File: src/rtl/moravec_score_unit.sv
// moravec_score_unit
// Streams one window of WIN pixel beats (a centre pixel plus NDIR shifted
// target pixels per beat), accumulates a sum of squared differences per
// direction, then scans the directions for the minimum and flags a corner
// when that minimum strictly exceeds the threshold sampled on the last beat.
//
// Ports:
//   clk         clock, all state on rising edge
//   rst         asynchronous, active-high reset
//   in_valid    input beat valid
//   in_ready    block accepts a beat this cycle
//   in_center   centre pixel
//   in_target   target pixel for direction d at [d*PIX_W +: PIX_W]
//   threshold   corner threshold, sampled on the last accepted beat
//   out_valid   result valid (held until out_ready)
//   out_ready   downstream accepts result
//   out_score   minimum directional SSD
//   out_dir     index of the minimum direction (lowest index on ties)
//   out_corner  out_score > sampled threshold
//
// Optional build macro: MORAVEC_HALF_RATE_EN -- accept beats only on
// alternate cycles while accumulating (legacy half-rate pipeline).

module moravec_score_unit #(
  parameter int unsigned PIX_W = 8,
  parameter int unsigned NDIR  = 4,
  parameter int unsigned WIN   = 9,
  localparam int unsigned SCORE_W = 2 * PIX_W + $clog2(WIN + 1),
  localparam int unsigned DIR_W   = ($clog2(NDIR) > 1) ? $clog2(NDIR) : 1
) (
  input  logic                    clk,
  input  logic                    rst,
  input  logic                    in_valid,
  output logic                    in_ready,
  input  logic [PIX_W-1:0]        in_center,
  input  logic [NDIR*PIX_W-1:0]   in_target,
  input  logic [SCORE_W-1:0]      threshold,
  output logic                    out_valid,
  input  logic                    out_ready,
  output logic [SCORE_W-1:0]      out_score,
  output logic [DIR_W-1:0]        out_dir,
  output logic                    out_corner
);

  localparam int unsigned CNT_W = ($clog2(WIN) > 1) ? $clog2(WIN) : 1;

  localparam logic [1:0] ST_ACCUM  = 2'd0;
  localparam logic [1:0] ST_MINSEL = 2'd1;
  localparam logic [1:0] ST_HOLD   = 2'd2;

  logic [1:0]         state_q;
  logic [1:0]         state_d;
  logic [CNT_W-1:0]   cnt_q;
  logic [DIR_W-1:0]   sidx_q;
  logic [SCORE_W-1:0] acc_q [NDIR];
  logic [SCORE_W-1:0] sq_c  [NDIR];
  logic [SCORE_W-1:0] thr_q;
  logic [SCORE_W-1:0] min_q;
  logic [DIR_W-1:0]   mdir_q;
  logic [SCORE_W-1:0] cand_c;
  logic [SCORE_W-1:0] min_c;
  logic [DIR_W-1:0]   mdir_c;
  logic               take_c;
  logic               accept_c;
  logic               last_beat_c;
  logic               scan_done_c;
  logic               rate_ok_c;

  // True unsigned absolute difference, never wraps.
  function automatic logic [PIX_W-1:0] abs_diff(input logic [PIX_W-1:0] a,
                                                input logic [PIX_W-1:0] b);
    return (a >= b) ? (a - b) : (b - a);
  endfunction

`ifdef MORAVEC_HALF_RATE_EN
  logic toggle_q;

  // Phase toggle: beats are only taken when it is high.
  always_ff @(posedge clk or posedge rst) begin
    if (rst) toggle_q <= 1'b1;
    else     toggle_q <= ~toggle_q;
  end

  assign rate_ok_c = toggle_q;
`else
  assign rate_ok_c = 1'b1;
`endif

  // Combinational ready so it reads 1 in the very first cycle after reset.
  assign in_ready    = (state_q == ST_ACCUM) && !rst && rate_ok_c;
  assign accept_c    = in_valid && in_ready;
  assign last_beat_c = (cnt_q == CNT_W'(WIN - 1));
  assign scan_done_c = (sidx_q == DIR_W'(NDIR - 1));

  // Per-direction squared difference of the current beat.
  always_comb begin
    for (int d = 0; d < NDIR; d++) begin
      sq_c[d] = SCORE_W'(abs_diff(in_target[d*PIX_W +: PIX_W], in_center))
              * SCORE_W'(abs_diff(in_target[d*PIX_W +: PIX_W], in_center));
    end
  end

  // Running minimum; replace only on strictly smaller so ties keep the lower index.
  always_comb begin
    cand_c = acc_q[sidx_q];
    take_c = (sidx_q == '0) || (cand_c < min_q);
    min_c  = take_c ? cand_c : min_q;
    mdir_c = take_c ? sidx_q : mdir_q;
  end

  // Next-state logic.
  always_comb begin
    state_d = state_q;
    case (state_q)
      ST_ACCUM:  if (accept_c && last_beat_c) state_d = ST_MINSEL;
      ST_MINSEL: if (scan_done_c)             state_d = ST_HOLD;
      ST_HOLD:   if (out_ready)               state_d = ST_ACCUM;
      default:                                state_d = ST_ACCUM;
    endcase
  end

  // State register.
  always_ff @(posedge clk or posedge rst) begin
    if (rst) state_q <= ST_ACCUM;
    else     state_q <= state_d;
  end

  // Accumulators, scan registers and result registers.
  always_ff @(posedge clk or posedge rst) begin
    if (rst) begin
      for (int d = 0; d < NDIR; d++) acc_q[d] <= '0;
      cnt_q      <= '0;
      sidx_q     <= '0;
      thr_q      <= '0;
      min_q      <= '0;
      mdir_q     <= '0;
      out_valid  <= 1'b0;
      out_score  <= '0;
      out_dir    <= '0;
      out_corner <= 1'b0;
    end else begin
      case (state_q)
        ST_ACCUM: begin
          if (accept_c) begin
            for (int d = 0; d < NDIR; d++) acc_q[d] <= acc_q[d] + sq_c[d];
            if (last_beat_c) begin
              thr_q  <= threshold;
              sidx_q <= '0;
            end else begin
              cnt_q <= cnt_q + CNT_W'(1);
            end
          end
        end
        ST_MINSEL: begin
          min_q  <= min_c;
          mdir_q <= mdir_c;
          sidx_q <= sidx_q + DIR_W'(1);
          if (scan_done_c) begin
            out_score  <= min_c;
            out_dir    <= mdir_c;
            out_corner <= (min_c > thr_q);
            out_valid  <= 1'b1;
          end
        end
        ST_HOLD: begin
          if (out_ready) begin
            for (int d = 0; d < NDIR; d++) acc_q[d] <= '0;
            cnt_q     <= '0;
            out_valid <= 1'b0;
          end
        end
        default: begin
          out_valid <= 1'b0;
        end
      endcase
    end
  end

endmodule

File: config.mk
export PLATFORM = sky130hd
export DESIGN_NAME = moravec_score_unit
export DESIGN_NICKNAME = d
export VERILOG_FILES = /design/src/rtl/moravec_score_unit.sv
export SDC_FILE = /design/constraint.sdc
export NUM_CORES = 1
export LEC_CHECK = 0
export ABC_AREA = 1
export BUFFER_PORTS_ARGS = -buffer_cell sky130_fd_sc_hd__buf_2
export CAP_MARGIN = 20
export CELL_PAD_IN_SITES_DETAIL_PLACEMENT = 0
export CELL_PAD_IN_SITES_GLOBAL_PLACEMENT = 2
export CORE_ASPECT_RATIO = 0.9
export CORE_MARGIN = 2
export CORE_UTILIZATION = 38
export CTS_CLUSTER_DIAMETER = 60
export CTS_CLUSTER_SIZE = 16
export DETAILED_ROUTE_END_ITERATION = 16
export MAX_ROUTING_LAYER = met4
export PLACE_DENSITY = 0.86
export SLEW_MARGIN = 10
export SYNTH_ARGS = -nofsm -noshare
export SYNTH_HDL_FRONTEND = slang
export SYNTH_SLANG_ARGS = --single-unit
File: constraint.sdc
create_clock -name clk -period 5.09 [get_ports clk]
set_input_delay 0.2545 -clock clk [delete_from_list [all_inputs] [get_ports clk]]
set_output_delay 0.2545 -clock clk [all_outputs]
set_load 0.02 [all_outputs]
# --- Word level (Yosys, flattened, before mapping) ---
# Index checks and enable logic that the tools add are counted.
op_classes:
  multipliers: 4
  n_addsub: 14
  shifts: 0
  div_mod_pow: 0
  bitwise: 2
  muxes: 26
  order_cmp: 7
  eq_ne: 10
  reduce_logical: 16
op_table:
  columns: ["operator", "count"]
  rows:
  - ["$mux W80", 2]
  - ["$pmux W80 S2", 1]
  - ["$add A20 B16 Y20", 4]
  - ["$mul A8 B8 Y16", 4]
  - ["$sub A8 B8 Y8", 8]
  - ["$mux W20", 3]
  - ["$bmux W20 S2", 1]
  - ["$ge A8 B8 Y1", 4]
  - ["$mux W8", 4]
  - ["$gt A20 B20 Y1", 1]
  - ["$lt A20 B20 Y1", 1]
  - ["$reduce_and A3 Y1", 5]
  - ["$mux W2", 6]
  - ["$mux W4", 3]
  - ["$ne A2 B2 Y1 const B", 5]
  - ["$pmux W4 S2", 1]
  - ["$pmux W2 S3", 1]
  - ["$add A4 B1 Y4 const B", 1]
  - ["$eq A2 B2 Y1 const B", 2]
  - ["$eq A4 B4 Y1 const B", 1]
  - ["$logic_not A2 Y1", 2]
  - ["$pmux W2 S2", 1]
  - ["$reduce_and A4 Y1", 1]
  - ["$reduce_bool A2 Y1", 2]
  - ["12 further kinds", 15]
word_totals:
  wordCells: 93
  output_inout_bits: 25
  memories: 0
  ramBits: 0
  inputBits: 64
  reg_bits: 154
  romBits: 0
  latchBits: 0

# --- Depth between registers and ports, before layout ---
# Gate-level depths: netlist of the first run.
depth:
  depth_word: 8
  ltp_mapped: 37
  depth_no_buf: 36

# --- Worst setup path after synthesis of the first run ---
# Ideal clock, no wire load.
synth_timing:
  path_type: "input to register"
  from: "in in_center[1]"
  to: "reg acc_q[17] (netlist name)"
  path_buffers: 0
  setup_time_ns: 0.130
  slack_ns: -0.145
  cell_stages: 23
  t_required_ns: 4.960
  arrival_ns: 5.106
  path_cell_list: "inv_1 fa_1 nand3_1 nand2_1 o21ai_2 nand2_4 o21ai_1 inv_2 nor2_1 fa_1 inv_1 fa_1 fa_1 fa_1 inv_1 ha_1 nand2_1 o21ai_0 inv_1 o21ai_0 nand4_1 a21oi_1 o22ai_1"
synth_between:
  elab_chain_len: 6
  elab_cells_between_ends: 8
  classes_between: "add/sub: 3; mul: 1; order compare: 1; mux: 3"
synth_lines:
  columns: ["item", "line_no", "source"]
  rows:
  - ["from (decl)", "35", "input logic [PIX_W-1:0] in_center,"]
  - ["$sub A8 B8 Y8 or $ge A8 B8 Y1 (tied branches)", "72", "return (a >= b) ? (a - b) : (b - a);"]
  - ["$mux W8 (*)", "72", null]
  - ["$mul A8 B8 Y16 (*)", "99", "* SCORE_W'(abs_diff(in_target[d*PIX_W +: PIX_W], in_center));"]
  - ["$add A20 B16 Y20 (*)", "145", "for (int d = 0; d < NDIR; d++) acc_q[d] <= acc_q[d] + sq_c[d];"]
  - ["$mux W80 (*)", "144", "if (accept_c) begin"]
  - ["$pmux W80 S2 (*)", "142", "case (state_q)"]
  - ["to (decl)", "55", "logic [SCORE_W-1:0] acc_q [NDIR];"]
# Every way passes the cells marked *; elsewhere a longest branch is shown, timed or not. The select of a mux whose other input is x is not followed.
# A chain may end at the register's enable or synchronous reset.

# --- Final worst setup path of the first run ---
layout_timing:
  from: "in in_center[0]"
  to: "reg acc_q[76] (netlist name)"
# The elaborated chain is that of the path after synthesis.

==> results of run 1 <==
-- through the flow --
step                      area, µm²   util  TNS [ns]
final                         27100  0.513         0
after global routing          27100  0.513     -1.54
after CTS                     25100  0.475   -0.0938
after detailed placement      24000  0.454    -28.84
after global placement        24000  0.454    -26.06
after floorplan               20300      -         0
-- logic make-up after synthesis --
family          count (synthesis)  share of synthesized area
buf+inv                       642                      0.122
fa+ha+maj                     431                      0.323
xor+xnor                       66                     0.0301
compound gates                444                      0.124
flops                         154                      0.190
simple gates                  983                      0.210
-- worst register-to-register path, cell delays in order (launching register included) --
cell       delay [ns]
dfrtp_1          0.36
buf_4            0.42
nand2_1          0.27
a32oi_1          0.56
inv_1            0.10
ha_1             0.31
a21oi_1          0.16
nor2_1           0.05
nor3_1           0.14
a21oi_1          0.09
nor2_1           0.12
nand2_2          0.21
nand2_2          0.22
nand2_1          0.13
and2_1           0.18
ha_1             0.29
nand2_1          0.08
nor2_1           0.12
nand4_1          0.23
nor4_1           0.33
nand2_1          0.10
o2111ai_1        0.09
nand2_1          0.08
nand2_1          0.06
-- layer usage --
metal	up-vias	global-route usage
met5	-	-
met4	0	0.0479
met3	56	0.0233
met2	243	0.382
met1	9318	0.311
li1	9449	-
-- worst paths after layout --
check	end	slack (ns)	depth (start not counted)
worst min-delay path	thr_q[14]	0.02	3
worst min register to register	out_score[16]	0.48	2
min in group asynchronous	state_q[0]	0.37	3
worst max-delay path	acc_q[76]	0.06	28
worst max register to register	out_corner	0.35	23
max in group asynchronous	acc_q[77]	3.33	5
-- synth_stat cells, drive strengths merged --
library cell / n
o21bai: 4
or2: 9
nand3b: 2
inv: 585
o32ai: 1
nand3: 138
nand4: 13
o21a: 5
fa: 156
and2: 19
nor3: 18
a32oi: 19
nor2: 216
nor4: 1
a31o: 2
a21o: 12
buf: 28
o211ai: 12
dfrtp: 154
a22o: 4
clkbuf: 28
ha: 275
o2111ai: 2
a32o: 1
a21oi: 167
a31oi: 7
o21ai: 191
a21boi: 2
a211oi: 1
o31ai: 2
o22ai: 12
nand2: 567
xor2: 48
clkinv: 1
xnor2: 18
-- layout make-up --
type	instances	area (µm²)	area share
multi-input combinational	1927	16000	0.590
sequential	154	3850	0.142
tap	697	872	0.0321
clock buffer	23	508	0.0187
timing repair buffer	479	3560	0.131
clock inverter	8	58.8	0.00217
inverter	586	2260	0.0835
-- timing repair --
action / 4_1_cts / 5_1_grt
hold buffers: 2 / 1
setup buffers: 9 / 35
endpoints found under the hold margin: 2 / 37
endpoints found under the setup margin: 42 / 48
gates resized for setup: 90 / 445
pin swaps: 22 / 190
cloned: 0 / 3
-- registers in the layout, indices dropped and copies added (netlist names) --
register,cells
out_score,20
thr_q,20
out_valid,1
out_dir,2
state_q,2
mdir_q,2
sidx_q,2
out_corner,1
cnt_q,4
acc_q,80
min_q,20
==> metrics.cfg, run 1 <==
[outcome]
status=complete, no violations

[logic_synthesis]
yosys_register_bits=154
syn_nets=3215
syn_area_um2=20300
syn_inst=2720
syn_area_per_cell_um2=7.46
synth_top_area_share=0.190
yosys.area.top_type=dfrtp_1
ys_types=56
yosys_warnings=0
ys_seq_area_frac=0.190
synth_area_leaders=dfrtp_1 (19%), ha_1 (17%), fa_1 (15%)

[routing]
wl_per_cell_um=16.1
wl_met3_mm=1.84
drt_iter0_markers=988
post-route-drc-count=0
viasPerCell=4.92
met1_length_mm=29.1
dr_wl_met2_mm=30.3
via_count=19100
highest_layer=met4
ant_nets=0
wirelength_mm=62.2
dr.pass1.iters=5

[placement]
dp_hpwl_mm=49.7
gp_congestion=0.895
port_buffers=88
place_inst=3792
pre_cts_slack_ns=-0.777

[sta]
grt_setup_unrepaired=true
fin_crit_ns=5.03
fin_crit_sh=0.988
skew_ns=0.0139
worst_slew_pin_slew_ns=0.836
hold_violations=0
setup_viol=0
max_freq_ghz=0.199
setup_ws_ns=0.0627
finalHoldWorstSlack_ns=0.0167
slew_headroom=0.442
drv_slew=0

[clocking]
htreeDepth=4
cts_buffer_depth=2
cts_tree=yes
cts_buffers=17
clockRootBuffer=clkbuf_16
clkTransAtPathRegs_ns=0.06
clock_sinks=154
clk_latency_ns=0.46

[critical_path]
cp.buffers_inverters=7
crit_start=in_center[0]
cp-end-kind=register
worstPathMaxFanout=7
critPathMaxStageDelay_ns=0.49
cp.required_ns=5.40
cp.arrival_ns=5.34
cp-start-kind=input pin
path_delay_family=adder cells
r2r_start=sidx_q[0]
critPathSlowestCell=fa_2
timing_worst_setup_path_type=in2reg

[floorplan]
start_util=0.384
ios=89
die_w_um=248
dieArea_um2=55300
core-area_um2=52900
placementRows=80
die_y_um=223

[cells_and_area]
final_cells=3874
mostFrequentLayoutCell=inv_1
n_fill_cell=5069
drive_gt1_frac=0.306
antenna_cells=0
final_cell_mix=inv_1 (530), nand2_1 (456), buf_4 (373), ha_1 (225), dfrtp_1 (154)
num-nets-final=3660
syn_to_final_growth_pct=33.7

[grt]
antenna_found_initial=0
grt_overflow_total=0
grtUsageTotal=0.232
grt_pass1_vias=19400
grt_max_degree=114
grt_pass1_wl_mm=98.5

[flow_run]
maxCapViolCount=0

[hold_path]
worstHoldStart=threshold[14]
min_path_type=in2reg

Power of run 1 is left out: the tool's default activity adds up to more than one toggle a clock period on the data nets, which glitch-free logic cannot reach.
==> run 2: changes to the inputs <==
--- a/config.mk
+++ b/config.mk
@@ -8,16 +8,14 @@
 export ABC_AREA = 1
 export BUFFER_PORTS_ARGS = -buffer_cell sky130_fd_sc_hd__buf_2
 export CAP_MARGIN = 20
-export CELL_PAD_IN_SITES_DETAIL_PLACEMENT = 0
-export CELL_PAD_IN_SITES_GLOBAL_PLACEMENT = 2
 export CORE_ASPECT_RATIO = 0.9
 export CORE_MARGIN = 2
-export CORE_UTILIZATION = 38
+export CORE_UTILIZATION = 45
 export CTS_CLUSTER_DIAMETER = 60
 export CTS_CLUSTER_SIZE = 16
 export DETAILED_ROUTE_END_ITERATION = 16
 export MAX_ROUTING_LAYER = met4
-export PLACE_DENSITY = 0.86
+export PLACE_DENSITY = 0.67
 export SLEW_MARGIN = 10
 export SYNTH_ARGS = -nofsm -noshare
 export SYNTH_HDL_FRONTEND = slang
==> constraint.sdc (replaced) <==
create_clock -name clk -period 4.3 [get_ports clk]
set_input_delay 0.215 -clock clk [delete_from_list [all_inputs] [get_ports clk]]
set_output_delay 0.215 -clock clk [all_outputs]
set_load 0.02 [all_outputs]
==> run 2 against run 1 <==
Compared with the run above: the run now ends with negative setup slack left; non-clock buffer count grew 96; utilization grew 15 points; hold slack lost 0.0078 ns; routed wire length grew 5.0%; sequential share of layout area shrank 1.1 points; final area grew 8.3%; largest cell class unchanged; critical path depth grew 1.
==> metrics.cfg, run 2 (synthesized netlist as in run 1, its figures left out) <==
[grt]
grt_pass1_vias=20800  ; was 19,400
grt_pass1_wl_mm=102  ; was 98.5 mm
grt_overflow_total=0  ; unchanged
antenna_found_initial=0  ; unchanged
grtUsageTotal=0.278  ; was 0.232
grt_max_degree=155  ; was 114

[floorplan]
die_w_um=228  ; was 248 µm
ios=89  ; unchanged
core-area_um2=44400  ; was 52,900 µm²
die_y_um=205  ; was 223 µm
start_util=0.457  ; was 0.384
placementRows=73  ; was 80
dieArea_um2=46800  ; was 55,300 µm²

[routing]
wirelength_mm=65.3  ; was 62.2 mm
wl_per_cell_um=16.9  ; was 16.1 µm
viasPerCell=5.26  ; was 4.92
via_count=20400  ; was 19,100
post-route-drc-count=0  ; unchanged
dr.pass1.iters=6  ; was 5
ant_nets=0  ; unchanged
drt_iter0_markers=1450  ; was 988

[cells_and_area]
drive_gt1_frac=0.382  ; was 0.306
n_fill_cell=3494  ; was 5,069
final_cell_mix=inv_1 (482), nand2_1 (416), buf_4 (397), ha_1 (208), dfrtp_1 (153)  ; was inv_1 (530), nand2_1 (456), buf_4 (373), ha_1 (225), dfrtp_1 (154)
num-nets-final=3756  ; was 3,660
final_area_um2=29400  ; was 27,100 µm²
largest_register=acc_q  ; unchanged
final_cells=3871  ; was 3,874
largest_reg_flops=80  ; unchanged
syn_to_final_growth_pct=44.8  ; was 33.7%
antenna_cells=0  ; unchanged
mostFrequentLayoutCell=inv_1  ; unchanged

[sta]
setup_ws_ns=-0.705  ; was 0.0627 ns
setup_tns_ns=-29.07  ; was 0 ns
fin_crit_ns=5.01
slew_headroom=0.426  ; was 0.442
worst_slew_pin_slew_ns=0.861  ; was 0.836 ns
skew_ns=0.0171  ; was 0.0139 ns
max_freq_ghz=0.200
hold_violations=0  ; unchanged
setup_viol=60  ; was 0
drv_slew=0  ; unchanged
fin_crit_sh=1.16
grt_setup_unrepaired=true  ; unchanged

[critical_path]
critPathSlowestCell=fa_2  ; unchanged
path_delay_family=adder cells  ; unchanged
ff2ff_setup_slack_ns=0.11  ; was 0.35 ns
cp-end-kind=register  ; unchanged
rr_worst_depth=25  ; was 23
cp.arrival_ns=5.28  ; was 5.34 ns
rr_endpoint=out_corner  ; unchanged
critPathMaxStageDelay_ns=0.57  ; was 0.49 ns
worstPathMaxFanout=6  ; was 7
cp.required_ns=4.58  ; was 5.40 ns
cp.buffers_inverters=8  ; was 7
timing_worst_setup_path_type=in2reg  ; unchanged
r2r_start=sidx_q[0]  ; unchanged
path_depth=29  ; was 28
cp-start-kind=input pin  ; unchanged

[placement]
port_buffers=88  ; unchanged
dp_hpwl_mm=48.7  ; was 49.7 mm
gp_congestion=0.948  ; was 0.895
place_inst=3712  ; was 3,792
placed_area_um2=25000  ; was 24,000 µm²

[hold_path]
worstHoldStart=threshold[9]  ; was threshold[14]
min_path_type=in2reg  ; unchanged
hold_path_end=thr_q[9]  ; was thr_q[14]
hold_depth=3  ; unchanged

[clocking]
htreeDepth=4  ; unchanged
clkTransAtPathRegs_ns=0.06  ; about the same
cts_buffer_depth=2  ; unchanged
clockRootBuffer=clkbuf_16  ; unchanged
cts_buffers=17  ; unchanged
cts_tree=yes  ; unchanged
clk_latency_ns=0.44  ; was 0.46 ns
clock_sinks=154  ; unchanged

[outcome]
status=finished, violations left  ; was complete, no violations
violations=negative setup slack

[flow_run]
maxCapViolCount=0  ; unchanged

## run 2: per-stage QoR
| stage | utilization | hold slack [ns] | setup WS (ns) |
|---|---|---|---|
| global route | 0.662 | 0.0140 | -0.910 |
| finish | 0.662 | 0.00899 | -0.705 |
| global placement | 0.563 | 0.429 | -1.13 |
| CTS | 0.615 | 0.00422 | -0.562 |
| detailed placement | 0.563 | 0.430 | -1.21 |
| floorplan | - | 0.324 | -0.585 |
## run 2: area by class of cell
class	count	area (µm²)	share of cell area
Timing Repair Buffer	575	4620	0.157
Multi-Input combinational cell	1927	17300	0.589
Sequential cell	154	3850	0.131
Clock inverter	11	125	0.00426
Inverter	586	2300	0.0781
Tap cell	600	751	0.0255
Clock buffer	18	429	0.0146
## run 2: worst max-delay path by stage
| stage | start | to | slack (ns) |
|---|---|---|---|
| 6_report | in_center[4] | acc_q[32] | -0.71 |
| 5_1_grt | in_center[4] | acc_q[32] | -0.91 |
| 4_1_cts | in_target[8] | acc_q[58] | -0.56 |
| 3_5_place_dp | in_center[1] | acc_q[16] | -1.21 |
| 3_3_place_gp | in_center[0] | acc_q[17] | -1.13 |
| 2_1_floorplan | in_center[1] | acc_q[57] | -0.59 |
## run 2: per-layer routing
| layer | part of all wire | track usage | wire, µm |
|---|---|---|---|
| met5 | 0 | - | 0 |
| met4 | 0.028 | 0.0766 | 1820 |
| met3 | 0.049 | 0.0290 | 3210 |
| met2 | 0.50 | 0.482 | 32500 |
| met1 | 0.43 | 0.346 | 27800 |
## run 2: repair_timing
item	in CTS	in global routing
gates resized for setup	266	374
pin swaps	166	199
endpoints found under the hold margin	17	0
setup buffers	54	58
hold buffers	17	0
setup endpoints to repair	64	65
cloned	3	4
## run 2: worst register-to-register path: cells and delay by family, from the launching register on
kind	cells	cell delay (ns)
and+or+nand+nor	14	1.94
DFF	1	0.49
adders and majority gates	2	0.50
buffers and inverters	4	0.54
AOI/OAI and AO/OA	5	0.63
Power of run 2 is left out for the same reason.
